<file path="config.mk">
export PLATFORM = sky130hd
export DESIGN_NAME = mips_rst_seq
export DESIGN_NICKNAME = d
export VERILOG_FILES = /design/src/rtl/mips_rst_seq.sv
export SDC_FILE = /design/constraint.sdc
export NUM_CORES = 1
export LEC_CHECK = 0
export ABC_AREA = 1
export CAP_MARGIN = 10
export CORE_MARGIN = 2
export CORE_UTILIZATION = 58
export CTS_CLUSTER_SIZE = 25
export DETAILED_ROUTE_END_ITERATION = 6
export PLACE_DENSITY = 0.86
export SYNTH_ARGS = -nofsm -noshare
export SYNTH_HDL_FRONTEND = slang
export SYNTH_SLANG_ARGS = --single-unit
</file>
<file path="constraint.sdc">
create_clock -name clk -period 2.4 [get_ports clk]
set_input_delay 0.48 -clock clk [delete_from_list [all_inputs] [get_ports clk]]
set_output_delay 0.48 -clock clk [all_outputs]
set_load 0.03 [all_outputs]
</file>
<file path="src/rtl/mips_rst_seq.sv">
// Reset sequencer for the mips789 top: synchronises board reset and PLL lock, releases
// N_CH resets in order, and re-asserts them on lock loss, watchdog expiry or software request.
module mips_rst_seq #(
  parameter int               SYNC_STAGES = 2,
  parameter int               N_CH        = 3,
  parameter int               STAGE_GAP   = 16,
  parameter int               LOCK_FILTER = 8,
  parameter int               MIN_HOLD    = 32,
  parameter int               WDT_W       = 16,
  parameter logic [WDT_W-1:0] WDT_TIMEOUT = 16'hFFFF
) (
  input  logic            clk,
  input  logic            rst,
  input  logic            pll_locked,
  input  logic            sw_rst_req,
  input  logic            wdt_en,
  input  logic            wdt_kick,
  output logic [N_CH-1:0] rst_o,
  output logic            sys_ready,
  output logic [1:0]      rst_cause
);

  localparam int LCW = $clog2(LOCK_FILTER + 1);
  localparam int GCW = $clog2(STAGE_GAP + 1);
  localparam int HCW = $clog2(MIN_HOLD + 1);

  localparam logic [LCW-1:0] LOCK_LAST = LCW'(LOCK_FILTER - 1);
  localparam logic [GCW-1:0] GAP_LAST  = GCW'(STAGE_GAP - 1);
  localparam logic [HCW-1:0] HOLD_LAST = HCW'(MIN_HOLD - 1);

  localparam logic [1:0] CAUSE_EXT = 2'd0;
  localparam logic [1:0] CAUSE_PLL = 2'd1;
  localparam logic [1:0] CAUSE_WDT = 2'd2;
  localparam logic [1:0] CAUSE_SW  = 2'd3;

  typedef enum logic [1:0] {
    S_HOLD,
    S_RELEASE,
    S_RUN,
    S_ASSERT
  } state_t;

  state_t                 state_reg;
  logic [SYNC_STAGES-1:0] rst_sync_reg;
  logic [SYNC_STAGES-1:0] lock_sync_reg;
  logic [LCW-1:0]         lock_cnt_reg;
  logic [GCW-1:0]         gap_cnt_reg;
  logic [HCW-1:0]         hold_cnt_reg;
  logic [WDT_W-1:0]       wdt_cnt_reg;
  logic [N_CH-1:0]        rst_o_reg;
  logic                   sys_ready_reg;
  logic [1:0]             rst_cause_reg;

  logic       irst;
  logic       lock_s;
  logic       wdt_expire;
  logic       event_hit;
  logic [1:0] event_cause;
  logic [N_CH-1:0] rst_o_shift;

  // Reset chain presets high so irst covers the whole window until deassertion is synced.
  always_ff @(posedge clk or posedge rst) begin
    if (rst) begin
      rst_sync_reg  <= '1;
      lock_sync_reg <= '0;
    end else begin
      rst_sync_reg  <= {rst_sync_reg[SYNC_STAGES-2:0], 1'b0};
      lock_sync_reg <= {lock_sync_reg[SYNC_STAGES-2:0], pll_locked};
    end
  end

  assign irst   = rst_sync_reg[SYNC_STAGES-1];
  assign lock_s = lock_sync_reg[SYNC_STAGES-1];

  // A kick arriving on the expiry cycle takes precedence over the expiry.
  assign wdt_expire = (state_reg == S_RUN) && wdt_en && !wdt_kick &&
                      (wdt_cnt_reg == WDT_TIMEOUT);

  always_comb begin
    event_hit   = 1'b0;
    event_cause = CAUSE_EXT;
    if (!lock_s) begin
      event_hit   = 1'b1;
      event_cause = CAUSE_PLL;
    end else if (wdt_expire) begin
      event_hit   = 1'b1;
      event_cause = CAUSE_WDT;
    end else if (sw_rst_req) begin
      event_hit   = 1'b1;
      event_cause = CAUSE_SW;
    end
  end

  // Channels release lowest-first, so each wrap shifts one more zero in from bit 0.
  assign rst_o_shift = rst_o_reg << 1;

  always_ff @(posedge clk or posedge rst) begin
    if (rst) begin
      state_reg     <= S_HOLD;
      rst_o_reg     <= '1;
      sys_ready_reg <= 1'b0;
      rst_cause_reg <= CAUSE_EXT;
      lock_cnt_reg  <= '0;
      gap_cnt_reg   <= '0;
      hold_cnt_reg  <= '0;
      wdt_cnt_reg   <= '0;
    end else if (!irst) begin
      case (state_reg)
        S_HOLD: begin
          rst_o_reg     <= '1;
          sys_ready_reg <= 1'b0;
          if (!lock_s) begin
            lock_cnt_reg <= '0;
          end else if (lock_cnt_reg == LOCK_LAST) begin
            lock_cnt_reg <= '0;
            gap_cnt_reg  <= '0;
            state_reg    <= S_RELEASE;
          end else begin
            lock_cnt_reg <= lock_cnt_reg + 1'b1;
          end
        end

        S_RELEASE: begin
          if (event_hit) begin
            state_reg     <= S_ASSERT;
            rst_o_reg     <= '1;
            sys_ready_reg <= 1'b0;
            rst_cause_reg <= event_cause;
            hold_cnt_reg  <= '0;
          end else if (gap_cnt_reg == GAP_LAST) begin
            gap_cnt_reg <= '0;
            rst_o_reg   <= rst_o_shift;
            if (rst_o_shift == '0) begin
              state_reg <= S_RUN;
            end
          end else begin
            gap_cnt_reg <= gap_cnt_reg + 1'b1;
          end
        end

        S_RUN: begin
          if (event_hit) begin
            state_reg     <= S_ASSERT;
            rst_o_reg     <= '1;
            sys_ready_reg <= 1'b0;
            rst_cause_reg <= event_cause;
            hold_cnt_reg  <= '0;
          end else begin
            sys_ready_reg <= 1'b1;
          end
        end

        S_ASSERT: begin
          rst_o_reg     <= '1;
          sys_ready_reg <= 1'b0;
          if (hold_cnt_reg == HOLD_LAST) begin
            hold_cnt_reg <= '0;
            lock_cnt_reg <= '0;
            state_reg    <= S_HOLD;
          end else begin
            hold_cnt_reg <= hold_cnt_reg + 1'b1;
          end
        end

        default: state_reg <= S_HOLD;
      endcase

      // Watchdog saturates at the timeout value instead of wrapping.
      if ((state_reg != S_RUN) || !wdt_en || wdt_kick || event_hit) begin
        wdt_cnt_reg <= '0;
      end else if (wdt_cnt_reg != WDT_TIMEOUT) begin
        wdt_cnt_reg <= wdt_cnt_reg + 1'b1;
      end
    end
  end

  assign rst_o     = rst_o_reg;
  assign sys_ready = sys_ready_reg;
  assign rst_cause = rst_cause_reg;

endmodule
</file>
==> impl_metrics.py <==
metrics = {
    "finish": {
        "layout.cells.non_filler": 356,
        "fin_nets": 321,
        "largest_reg_flops": 16,
        "drive_gt1_share_pct": 10.5,
        "insertedDiodeCount": 0,
        "fin_util_pct": 65.4,
        "nFillCells": 314,
        "areaGrowthSynthToFinish_pct": 9.97,
        "final_cell_area_mm2": 0.00258,
    },
    "placed_design": {
        "dpl_cell_area_mm2": 0.00250,
        "dpl_worst_slack_ns": 0.155,
        "place.gp.congestion": 0.843,
        "post-dp-hpwl_um": 3170,
        "io_buffers": 11,
        "dp.cells": 348,
    },
    "critical_path": {
        "worstSetupStartpointType": "flip-flop",
        "worstPathRequired_ns": 2.57,
        "r2r_start": "state_reg[0]$_DFFE_PP0P_",
        "endpoint_kind": "flip-flop",
        "critPathMaxFanout": 13,
        "r2r-end": "wdt_cnt_reg[14]$_DFFE_PP0P_",
        "ff2ff_path_depth": 13,
        "worstPathCellList": "inv_1 > ha_1 > nand2_1 > nor2_2 > nand2_1 > nor2_2 > nand2_2 > nand3_4 > inv_2 > nand2_2 > nand2_1 > inv_2 > nor2_1",
        "r2r_slack_ns": 0.29,
        "cpMostUsedCell": "nand2_1",
        "worstPathArrival_ns": 2.28,
        "cpMaxStageDelayCell": "dfrtp_1",
        "cp_slowest_stage_delay_ns": 0.44,
        "path_class": "reg -> reg",
    },
    "clocking": {
        "clk_pin_slew_ns": 0.08,
        "clkLatencyLatePin_ns": 0.29,
        "postCtsSetupBuffers": 0,
        "tritoncts": "built",
        "clk_path_buf_depth": 2,
        "cts_sinks": 43,
        "holdBufCountCts": 0,
        "root_buffer": "clkbuf_8",
        "htree_levels": 2,
        "cts_buffers": 5,
        "postCtsResizedCells": 0,
    },
    "drt": {
        "vias_per_cell": 5.18,
        "dr.pass1.iters": 4,
        "routedWlPerCell_um": 11.9,
        "ant_nets": 0,
        "drcViolationCount": 0,
        "drt_wl_total_um": 4250,
        "vias": 1843,
        "drt_first_iter_violations": 102,
    },
    "global_route": {
        "antenna_found_initial": 0,
        "grt_use_met2_pct": 37.4,
        "overflow": 0,
        "grt_pass1_vias": 1781,
        "grt_pass1_wl_um": 7450,
        "busiest_layer": "met2",
        "grt_max_degree": 44,
        "grt_use_met3_pct": 4.67,
        "globalRouteMet1Util_pct": 26.9,
        "track_usage_pct": 21.6,
    },
    "sta": {
        "min_period_over_period_pct": 87.8,
        "max_slew_margin_pct": 64.4,
        "rsz0062_at_grt": "no",
        "finalClockSkew_ns": 0.00490,
        "setup-violations-final": 0,
        "finalHoldViolations": 0,
        "slew_violations": 0,
        "setup_ws_ns": 0.293,
        "hold_ws_ns": 0.360,
        "final.setup.tns_ns": 0,
        "fin_crit_ns": 2.11,
        "worstMarginPinSlew_ns": 0.535,
        "clock.fmax_ghz": 0.475,
    },
    "synthesis": {
        "synth_top_family_by_area": "simple AND/OR/NAND/NOR gates",
        "synth.net_count": 305,
        "ys_warn_count": 0,
        "synth_compound_area_share_pct": 4.80,
        "synthSimpleGateAreaFrac_pct": 31.9,
        "synthMuxAreaShare_pct": 0,
        "synth.cell_area_mm2": 0.00235,
        "yosys.area_share.xor_xnor_pct": 5.60,
        "syn_area_per_cell_um2": 8.12,
        "yosysSeqAreaShare_pct": 46.1,
        "ys_ff_latch": 43,
        "netlist_instances": 289,
        "synth_cell_types": 26,
        "synth-adder-area-share_pct": 5.33,
    },
    "floorplan": {
        "core_area_mm2": 0.00394,
        "die_x_um": 67.6,
        "rows": 23,
        "die_h_um": 67.6,
        "dieArea_mm2": 0.00457,
        "initial_core_util_pct": 59.5,
        "boundaryPins": 12,
    },
    "flow_run": {
        "max_cap_violations": 0,
    },
    "hold_path": {
        "hold_start": "rst_sync_reg[0]$_DFF_PP1_",
        "hold_path.class": "reg -> reg",
        "hold_depth": 0,
        "hold_end": "rst_sync_reg[1]$_DFF_PP1_",
    },
    "power_and_ir_drop": {
        "max-vdd-ir-drop_mv": 0.634,
        "power_density_mw_per_mm2": 796,
        "finalPower_mw": 2.05,
        "p_leak_nw": 1.21,
    },
    "run_status": {
        "outcome": "completed",
    },
}
## worst max path at each step
stage | slack [ns] | endpoint | startpoint | cells after the start
3_5_place_dp | 0.15 | wdt_cnt_reg[14]$_DFFE_PP0P_ | wdt_en | 12
5_1_grt | 0.07 | wdt_cnt_reg[14]$_DFFE_PP0P_ | state_reg[0]$_DFFE_PP0P_ | 13
4_1_cts | 0.27 | wdt_cnt_reg[14]$_DFFE_PP0P_ | state_reg[0]$_DFFE_PP0P_ | 13
6_report | 0.29 | wdt_cnt_reg[14]$_DFFE_PP0P_ | state_reg[0]$_DFFE_PP0P_ | 13
2_1_floorplan | 0.61 | wdt_cnt_reg[10]$_DFFE_PP0P_ | state_reg[0]$_DFFE_PP0P_ | 14
3_3_place_gp | 0.21 | wdt_cnt_reg[14]$_DFFE_PP0P_ | wdt_en | 12
## synth_stat cells
cell,n,area [um2]
nand3_1,25,125
a22oi_1,1,7.51
nand2_2,3,18.8
ha_1,10,125
a31oi_1,2,12.5
or2_2,1,6.26
o21ai_0,16,80.1
nand4_1,6,37.5
dfstp_2,5,131
xor2_1,10,87.6
buf_4,1,7.51
nor3_1,4,20.0
buf_8,1,15.0
nand3_4,2,35.0
a21oi_1,1,5.00
nand3b_1,2,15.0
clkbuf_1,1,3.75
nor2_2,13,81.3
dfrtp_1,38,951
conb_1,1,3.75
nand2_1,81,304
nor2_1,28,105
inv_2,2,7.51
xnor2_1,5,43.8
o31ai_1,1,7.51
inv_1,29,109
## layout make-up
type	instances	area, um2	share of cell area [%]
flip-flops and latches	43	1080	41.9
multi-input cells	212	1120	43.5
inverters	31	116	4.51
well taps	50	62.6	2.42
repair buffers	12	118	4.56
clock buffers	8	80.1	3.10
## cells by family after synthesis
group / Yosys count
adder cells (fa/ha/maj): 10
other: 1
AO/OA/AOI/OAI: 21
buffers and inverters: 34
flip-flops: 43
AND/OR/NAND/NOR: 165
XOR/XNOR: 15
## routing by layer
metal	wire (um)	vias to the layer above
met4	57	0
met2	2060	32
li1	-	948
met1	1990	856
met3	146	7
met5	0	-
## power by group
part / switching, mW / leakage, nW / total, mW / internal, mW
Combinational: 0.450 / 0.605 / 0.688 / 0.238
Clock: 0.234 / 0.0395 / 0.441 / 0.207
Sequential: 0.0848 / 0.569 / 0.923 / 0.839
## critical path: cells and delay by family (launching register included)
kind / cells / cell delay [ns]
buf+inv: 3 / 0.48
fa+ha+maj: 1 / 0.22
simple gates: 9 / 0.84
flops: 1 / 0.44
## placed cells by master (no fill, tap or decap)
cell	instances
nand2_1	81
dfrtp_1	38
inv_1	29
nor2_1	28
nand3_1	25
o21ai_0	16
nor2_2	13
clkdlybuf4s50_1	11
xor2_1	10
ha_1	10
nand4_1	6
xnor2_1	5
clkbuf_8	5
dfstp_2	5
nor3_1	4
nand2_2	3
clkbuf_1	3
nand3_4	2
inv_2	2
nand3b_1	2
a31oi_1	2
o31ai_1	1
a22oi_1	1
or2_2	1
a21oi_1	1
buf_4	1
conb_1	1
(Power assumes the default switching activity.)
